$ cat config.mk
export PLATFORM = sky130hd
export DESIGN_NAME = ubuf_port_arbiter
export DESIGN_NICKNAME = d
export VERILOG_FILES = /design/src/rtl/ubuf_port_arbiter.sv
export SDC_FILE = /design/constraint.sdc
export NUM_CORES = 1
export LEC_CHECK = 0
export BUFFER_PORTS_ARGS = -buffer_cell sky130_fd_sc_hd__buf_2
export CORE_AREA = 2 2 174 176
export CTS_BUF_LIST = sky130_fd_sc_hd__clkbuf_2
export DETAILED_ROUTE_END_ITERATION = 16
export DIE_AREA = 0 0 176 178
export PLACE_DENSITY = 0.81
export REMOVE_ABC_BUFFERS = 1
export SYNTH_ARGS = -nofsm -noshare
export SYNTH_HDL_FRONTEND = slang
export SYNTH_SLANG_ARGS = --single-unit
$ cat constraint.sdc
create_clock -name clk -period 4.7 [get_ports clk]
set_input_delay 1.41 -clock clk [delete_from_list [all_inputs] [get_ports clk]]
set_output_delay 1.41 -clock clk [all_outputs]
set_load 0.05 [all_outputs]
$ cat src/rtl/ubuf_port_arbiter.sv
// Shares the unified buffer's single host-side port between host req/ack accesses
// and engine writeback words queued in a small elastic FIFO.
module ubuf_port_arbiter #(
  parameter int ADDR_W     = 16,
  parameter int DATA_W     = 64,
  parameter int FIFO_DEPTH = 4,
  parameter int MAX_WAIT   = 8
) (
  input  logic                          clk,
  input  logic                          rst,
  input  logic                          host_req,
  input  logic                          host_we,
  input  logic [ADDR_W-1:0]             host_addr,
  input  logic [DATA_W-1:0]             host_wdata,
  output logic                          host_ack,
  output logic [DATA_W-1:0]             host_rdata,
  input  logic                          eng_valid,
  output logic                          eng_ready,
  input  logic [ADDR_W-1:0]             eng_addr,
  input  logic [DATA_W-1:0]             eng_wdata,
  output logic                          ub_en,
  output logic                          ub_we,
  output logic [ADDR_W-1:0]             ub_addr,
  output logic [DATA_W-1:0]             ub_wdata,
  input  logic [DATA_W-1:0]             ub_rdata,
  output logic [$clog2(FIFO_DEPTH):0]   fifo_count,
  output logic                          eng_idle,
  output logic [1:0]                    dbg_host_state
);

  localparam int PW = $clog2(FIFO_DEPTH);
  localparam int CW = PW + 1;
  localparam int SW = $clog2(MAX_WAIT + 1);

  localparam logic [1:0] ST_IDLE  = 2'd0;
  localparam logic [1:0] ST_ISSUE = 2'd1;
  localparam logic [1:0] ST_RESP  = 2'd2;

  // Handshakes: engine word transfers when eng_valid && eng_ready at a rising edge;
  // host holds host_req (with we/addr/wdata stable) until the one-cycle host_ack.

  logic [1:0]        state;
  logic              host_we_q;
  logic [SW-1:0]     starve_cnt;
  logic [ADDR_W-1:0] fifo_addr [FIFO_DEPTH];
  logic [DATA_W-1:0] fifo_data [FIFO_DEPTH];
  logic [PW-1:0]     wr_ptr;
  logic [PW-1:0]     rd_ptr;
  logic [CW-1:0]     count;
  logic              ub_eng;

  logic fifo_full, fifo_empty;
  logic host_elig, eng_elig, host_win, eng_win;
  logic push, pop;

  always_comb begin
    fifo_full  = (count == CW'(FIFO_DEPTH));
    fifo_empty = (count == '0);
    host_elig  = (state == ST_IDLE) && host_req;
    eng_elig   = !fifo_empty;
    // The engine has priority until the host has lost MAX_WAIT decisions in a row.
    host_win   = host_elig && (!eng_elig || (starve_cnt == SW'(MAX_WAIT)));
    eng_win    = eng_elig && !host_win;
    push       = eng_valid && !fifo_full;
    pop        = eng_win;
  end

  always_ff @(posedge clk) begin
    if (push) begin
      fifo_addr[wr_ptr] <= eng_addr;
      fifo_data[wr_ptr] <= eng_wdata;
    end
  end

  always_ff @(posedge clk) begin
    if (rst) begin
      wr_ptr <= '0;
      rd_ptr <= '0;
      count  <= '0;
    end else begin
      if (push) wr_ptr <= wr_ptr + PW'(1);
      if (pop)  rd_ptr <= rd_ptr + PW'(1);
      case ({push, pop})
        2'b10:   count <= count + CW'(1);
        2'b01:   count <= count - CW'(1);
        default: count <= count;
      endcase
    end
  end

  always_ff @(posedge clk) begin
    if (rst) begin
      state     <= ST_IDLE;
      host_we_q <= 1'b0;
    end else begin
      case (state)
        ST_IDLE: begin
          if (host_win) begin
            state     <= ST_ISSUE;
            host_we_q <= host_we;
          end
        end
        ST_ISSUE: state <= ST_RESP;
        ST_RESP:  state <= ST_IDLE;
        default:  state <= ST_IDLE;
      endcase
    end
  end

  always_ff @(posedge clk) begin
    if (rst) begin
      starve_cnt <= '0;
    end else if (!host_req || host_win) begin
      starve_cnt <= '0;
    end else if (host_elig && starve_cnt != SW'(MAX_WAIT)) begin
      starve_cnt <= starve_cnt + SW'(1);
    end
  end

  // Idle decisions hold we/addr/wdata so the ubuf bus only toggles on real accesses.
  always_ff @(posedge clk) begin
    if (rst) begin
      ub_en    <= 1'b0;
      ub_we    <= 1'b0;
      ub_addr  <= '0;
      ub_wdata <= '0;
      ub_eng   <= 1'b0;
    end else if (host_win) begin
      ub_en    <= 1'b1;
      ub_we    <= host_we;
      ub_addr  <= host_addr;
      ub_wdata <= host_wdata;
      ub_eng   <= 1'b0;
    end else if (eng_win) begin
      ub_en    <= 1'b1;
      ub_we    <= 1'b1;
      ub_addr  <= fifo_addr[rd_ptr];
      ub_wdata <= fifo_data[rd_ptr];
      ub_eng   <= 1'b1;
    end else begin
      ub_en    <= 1'b0;
      ub_eng   <= 1'b0;
    end
  end

  always_comb begin
    host_ack       = (state == ST_RESP);
    host_rdata     = (state == ST_RESP && !host_we_q) ? ub_rdata : '0;
    eng_ready      = !fifo_full;
    fifo_count     = count;
    eng_idle       = fifo_empty && !(ub_en && ub_eng);
    dbg_host_state = state;
  end

endmodule

== Yosys cells after proc, flatten, opt, wreduce, memory -nomap -nowiden ==
Memory sizes are Yosys's and may differ from the RTL's. A register that Yosys moved wholly into a read port is not among the register bits.
Index checks and enable logic that the tools add are counted.

* Bits of input ports: 229
* Memories kept: 2
* RAM bits: 320
* Output and inout bits: 154
* Memory bits (read-only): 0
* Flip-flop bits (word level): 97
* Logic and storage cells: 67
* Bits in latches: 0

* Div/mod/pow operators: 0
* Multipliers: 0
* Multiplexer cells: 18
* Reduce and logical (&&, ||, !) cells: 23
* Order comparisons: 0
* Bitwise gates (word level): 0
* Shifts and indexed selects: 0
* $add $sub $neg: 5
* Equality and inequality tests: 8

{| class="wikitable"
|+ Memory list
! memory !! words !! bits a word !! rd ports !! clocked after memory_dff !! write ports !! line !! text
|-
| fifo_data || 4 || 64 || 1 || 1 || 1 || 46 || <nowiki>logic [DATA_W-1:0] fifo_data [FIFO_DEPTH];</nowiki>
|-
| fifo_addr || 4 || 16 || 1 || 1 || 1 || 45 || <nowiki>logic [ADDR_W-1:0] fifo_addr [FIFO_DEPTH];</nowiki>
|}

{| class="wikitable"
|+ Operators with widths
! kind !! count
|-
| two-way mux 64 bit || 3
|-
| two-way mux 16 bit || 2
|-
| two-way mux 2 bit || 5
|-
| logical AND 1 bit || 8
|-
| zero test 1 bit || 6
|-
| two-way mux 1 bit || 6
|-
| case mux 3 bit (2 select lines) || 1
|-
| adder 2 x 1 -> 2 bit, second input constant || 2
|-
| adder 4 x 1 -> 4 bit, second input constant || 1
|-
| == test 2 x 1 -> 1 bit, second input constant || 2
|-
| == test 2 bit, second input constant || 2
|-
| == test 4 bit, second input constant || 1
|-
| != test 4 bit, second input constant || 1
|-
| case mux 2 bit (2 select lines) || 1
|-
| nonzero test 2 bit || 2
|-
| OR reduction 2 bit || 2
|-
| adder 3 x 1 -> 3 bit, second input constant || 1
|-
| == test 3 bit, second input constant || 1
|-
| zero test 3 bit || 1
|-
| subtractor 3 x 1 -> 3 bit, second input constant || 1
|-
| zero test 2 bit || 1
|-
| logical OR 1 bit || 2
|-
| != test 2 bit, second input constant || 1
|-
| AND reduction 2 bit || 1
|}

== Longest topological paths before layout ==
* Depth in word-level cells: 7
* Depth in mapped cells: 10
* Mapped depth without buffers: 10

== Least setup slack after synthesis ==
Ideal clock, no wire load.

* Path kind: register -> output
* Start: register state[1], in the netlist dbg_host_state[1]
* End: output host_rdata[10]
* Data required time: 3.290 ns
* Data arrival time: 2.590 ns
* Path slack: 0.700 ns
* Cell stages (with the launch flop): 6
* Path buffers: 2
* Path through: dfxtp_1 -> nor2b_1 -> nor2b_1 -> clkbuf_1 -> clkbuf_1 -> and2_1

* Cells in the longest elaborated chain, start to end: 3

{| class="wikitable"
|+ RTL lines
! item !! line !! text
|-
| start, declared || 42 || <nowiki>logic [1:0] state;</nowiki>
|-
| start signal, assigned || 93 || <nowiki>state <= ST_IDLE;</nowiki>
|-
| start signal, assigned || 99 || <nowiki>state <= ST_ISSUE;</nowiki>
|-
| start signal, assigned || 103 || <nowiki>ST_ISSUE: state <= ST_RESP;</nowiki>
|-
| == test 2 bit || -- ||
|-
| net host_ack || 15 || <nowiki>output logic host_ack,</nowiki>
|-
| logical AND 1 bit || 148 || <nowiki>host_rdata = (state == ST_RESP && !host_we_q) ? ub_rdata : '0;</nowiki>
|-
| two-way mux 64 bit || 148 ||
|-
| end, declared || 16 || <nowiki>output logic [DATA_W-1:0] host_rdata,</nowiki>
|}

The timed path passes the listed nets, and every way through them passes these cells.

== Worst setup path after layout ==
* Start: register state[1], in the netlist dbg_host_state[1]
* End: output host_rdata[55]

* Cells in the longest elaborated chain, start to end: 3

{| class="wikitable"
|+ RTL lines
! item !! line
|-
| == test 2 bit || 148
|-
| logical AND 1 bit || 148
|-
| two-way mux 64 bit || 148
|}

No other way between the ends.

==> metrics.csv <==
metric,value,unit
outcome,completed,
initial_core_util,54.17,%
final_util,65.43,%
worst-path-buf-inv,1,
routed_via_density,5.489,
dpl.hpwl,25210,um
start_kind,register,
pin_count,383,
fmax,231.4,MHz
htree_levels,3,
finalNetCount,1600,
die_x,176,um
p_total,11.60,mW
synth_flop_cell,edfxtp_1,
cts_resized,0,
fin_ws,0.3782,ns
ant_nets,0,
preCtsSetupSlack,1.139,ns
setup_viol,0,
grt_overflow,0,
clockRootBuffer,clkbuf_2,
die_h,178,um
clockBufferDepth,3,
synth_warnings,0,
synth_common_cells,"edfxtp_1 (320), dfxtp_1 (99), and2_1 (97)",
path_clk_slew,0.09,ns
vias,10180,
synth_edf_count,320,
syn_area,0.01593,mm2
slowest_delay,0.76,ns
antenna_found_initial,18,
rsz0062_at_grt,false,
ir_drop,0.4592,mV
areaGrowthSynthToFinish,20.78,%
fin_crit_sh,91.95,%
hold_buffers,0,
synth_area_leaders,"edfxtp_1 (60%), dfxtp_1 (12%), mux4_2 (11%)",
hold_path.class,register to register,
clk_latency,0.95,ns
slowest_stage,nor2b_4,
synth.most_common_cell,edfxtp_1,
grt_usage,24.85,%
arrival,2.91,ns
synth_area_leader_cell,edfxtp_1,
worstSetupPathType,register to primary output,
synthCells,925,
path_max_fanout,64,
leakage,7.601,nW
grt_pass1_vias,10540,
yosysUniqueCellTypes,40,
dr.first_iter.drc_count,664,
fin_crit,4.322,ns
yosysTopAreaCellShare,60.33,%
cts_tree,done,
post_cts_buffers,0,
post_drt_wl_per_cell,20.94,um
syn_avg_cell_area,17.22,um2
seq_area_frac_synth,72.77,%
critical_path.cell_chain,nor2b_1 -> nor2b_4 -> and2_1 -> buf_2,
cap_violations,0,
maxSlewHeadroom,16.26,%
cts_made_buffers,102,
hold_viol,0,
rows,63,
core-area,0.02940,mm2
ys_seq_elements,419,
dieArea,0.03133,mm2
cpLargestDelayFamily,simple AND/OR/NAND/NOR gates,
hold_slack,0.4995,ns
crit_required,3.29,ns
firstDrtPassIters,5,
drv_slew,0,
fin_setup_tns,0,ns
fin_skew,0.09869,ns
tightest_slew,1.252,ns
routabilityCongestion,0.7984,
grt_pass1_wl,57810,um
port_buffers,382,
cp-end-kind,primary output,
grt_max_degree,65,
drive_gt1_share,45.61,%
totalWireLength,38820,um
drcViolationCount,0,
power_density,603.0,mW/mm2
clock-sinks,419,
async_reset_ff_share,0,%
## sequential cells by signal (all words and copies together) (netlist names), named ones only
| name | flops |
|---|---|
| fifo_data | 256 |
| fifo_addr | 64 |
| ub_wdata | 64 |
| ub_addr | 16 |
| starve_cnt | 4 |
| fifo_count | 3 |
| dbg_host_state | 2 |
| rd_ptr | 2 |
| wr_ptr | 2 |
| host_we_q | 1 |
| ub_en | 1 |
| ub_eng | 1 |
| ub_we | 1 |
## tightest hold or removal path: cells and delay by family (launching register included)
kind            cells  cell delay (ns)
simple gates        1             0.09
compound gates      1             0.05
flops               1             0.31
## layout make-up
type / instances / area, um2
multi-input cells: 441 / 4084
flip-flops and latches: 419 / 11600
diodes: 17 / 42.54
inverters: 6 / 22.52
clock inverters: 24 / 123.9
well taps: 390 / 488.0
repair buffers: 393 / 2057
clock buffers: 164 / 820.8
fillers: 2143 / 10160
## worst paths after layout
kind | from | cells past startpoint | end | slack [ns]
setup / recovery | dbg_host_state[1]$_SDFFE_PP0P_ | 4 | host_rdata[55] | 0.38
hold / removal | ub_wdata[3]$_SDFFE_PP0P_ | 2 | ub_wdata[3]$_SDFFE_PP0P_ | 0.50
setup reg to reg | fifo_count[0]$_SDFFE_PP0P_ | 4 | ub_addr[15]$_SDFFE_PP0P_ | 2.18
hold reg to reg | ub_wdata[3]$_SDFFE_PP0P_ | 2 | ub_wdata[3]$_SDFFE_PP0P_ | 0.50
## kinds of logic after synthesis
family	synth area share [%]
AOI/OAI and AO/OA	5.200
xor gates and xnor gates	0.4399
adders and majority gates	0.6755
buffers and inverters	1.870
DFF	72.77
muxes	11.37
and+or+nand+nor	7.667
## routing by layer
metal | up-vias | part of all wire [%] | wire (um) | track usage (%)
met1 | 5051 | 36 | 14150 | 28.01
met5 | - | 0.14 | 53 | 0
met3 | 103 | 7.6 | 2945 | 7.289
li1 | 4575 | - | - | -
met2 | 440 | 52 | 20140 | 43.08
met4 | 8 | 3.9 | 1524 | 13.05
## power breakdown
part	internal (mW)	switching (mW)	leakage (nW)
clock	0.932	1.41	0.732
combinational	1.33	2.81	3.11
sequential	4.70	0.420	3.76
## layout by cell type (no fill, tap or decap), types with 7 or more instances in the layout
cell type    n
diode_2     17
ha_1         7
buf_2      382
dfxtp_1     97
a211oi_1    20
o22ai_1     26
edfxtp_1   320
a21oi_1     27
clkinv_1    17
a221o_1     32
and2_1      97
mux4_2      80
nor3_1      27
clkbuf_2   164
nor2_1      58
nand2_1     28
## metrics by stage
step | cells | instance area [um2]
6_report | 1854 | 19240
5_1_grt | 1847 | 19220
4_1_cts | 1837 | 19190
3_5_place_dp | 1649 | 18250
3_3_place_gp | 1649 | 18250
2_1_floorplan | 866 | 15650
Power figures use the tool's default switching activity.
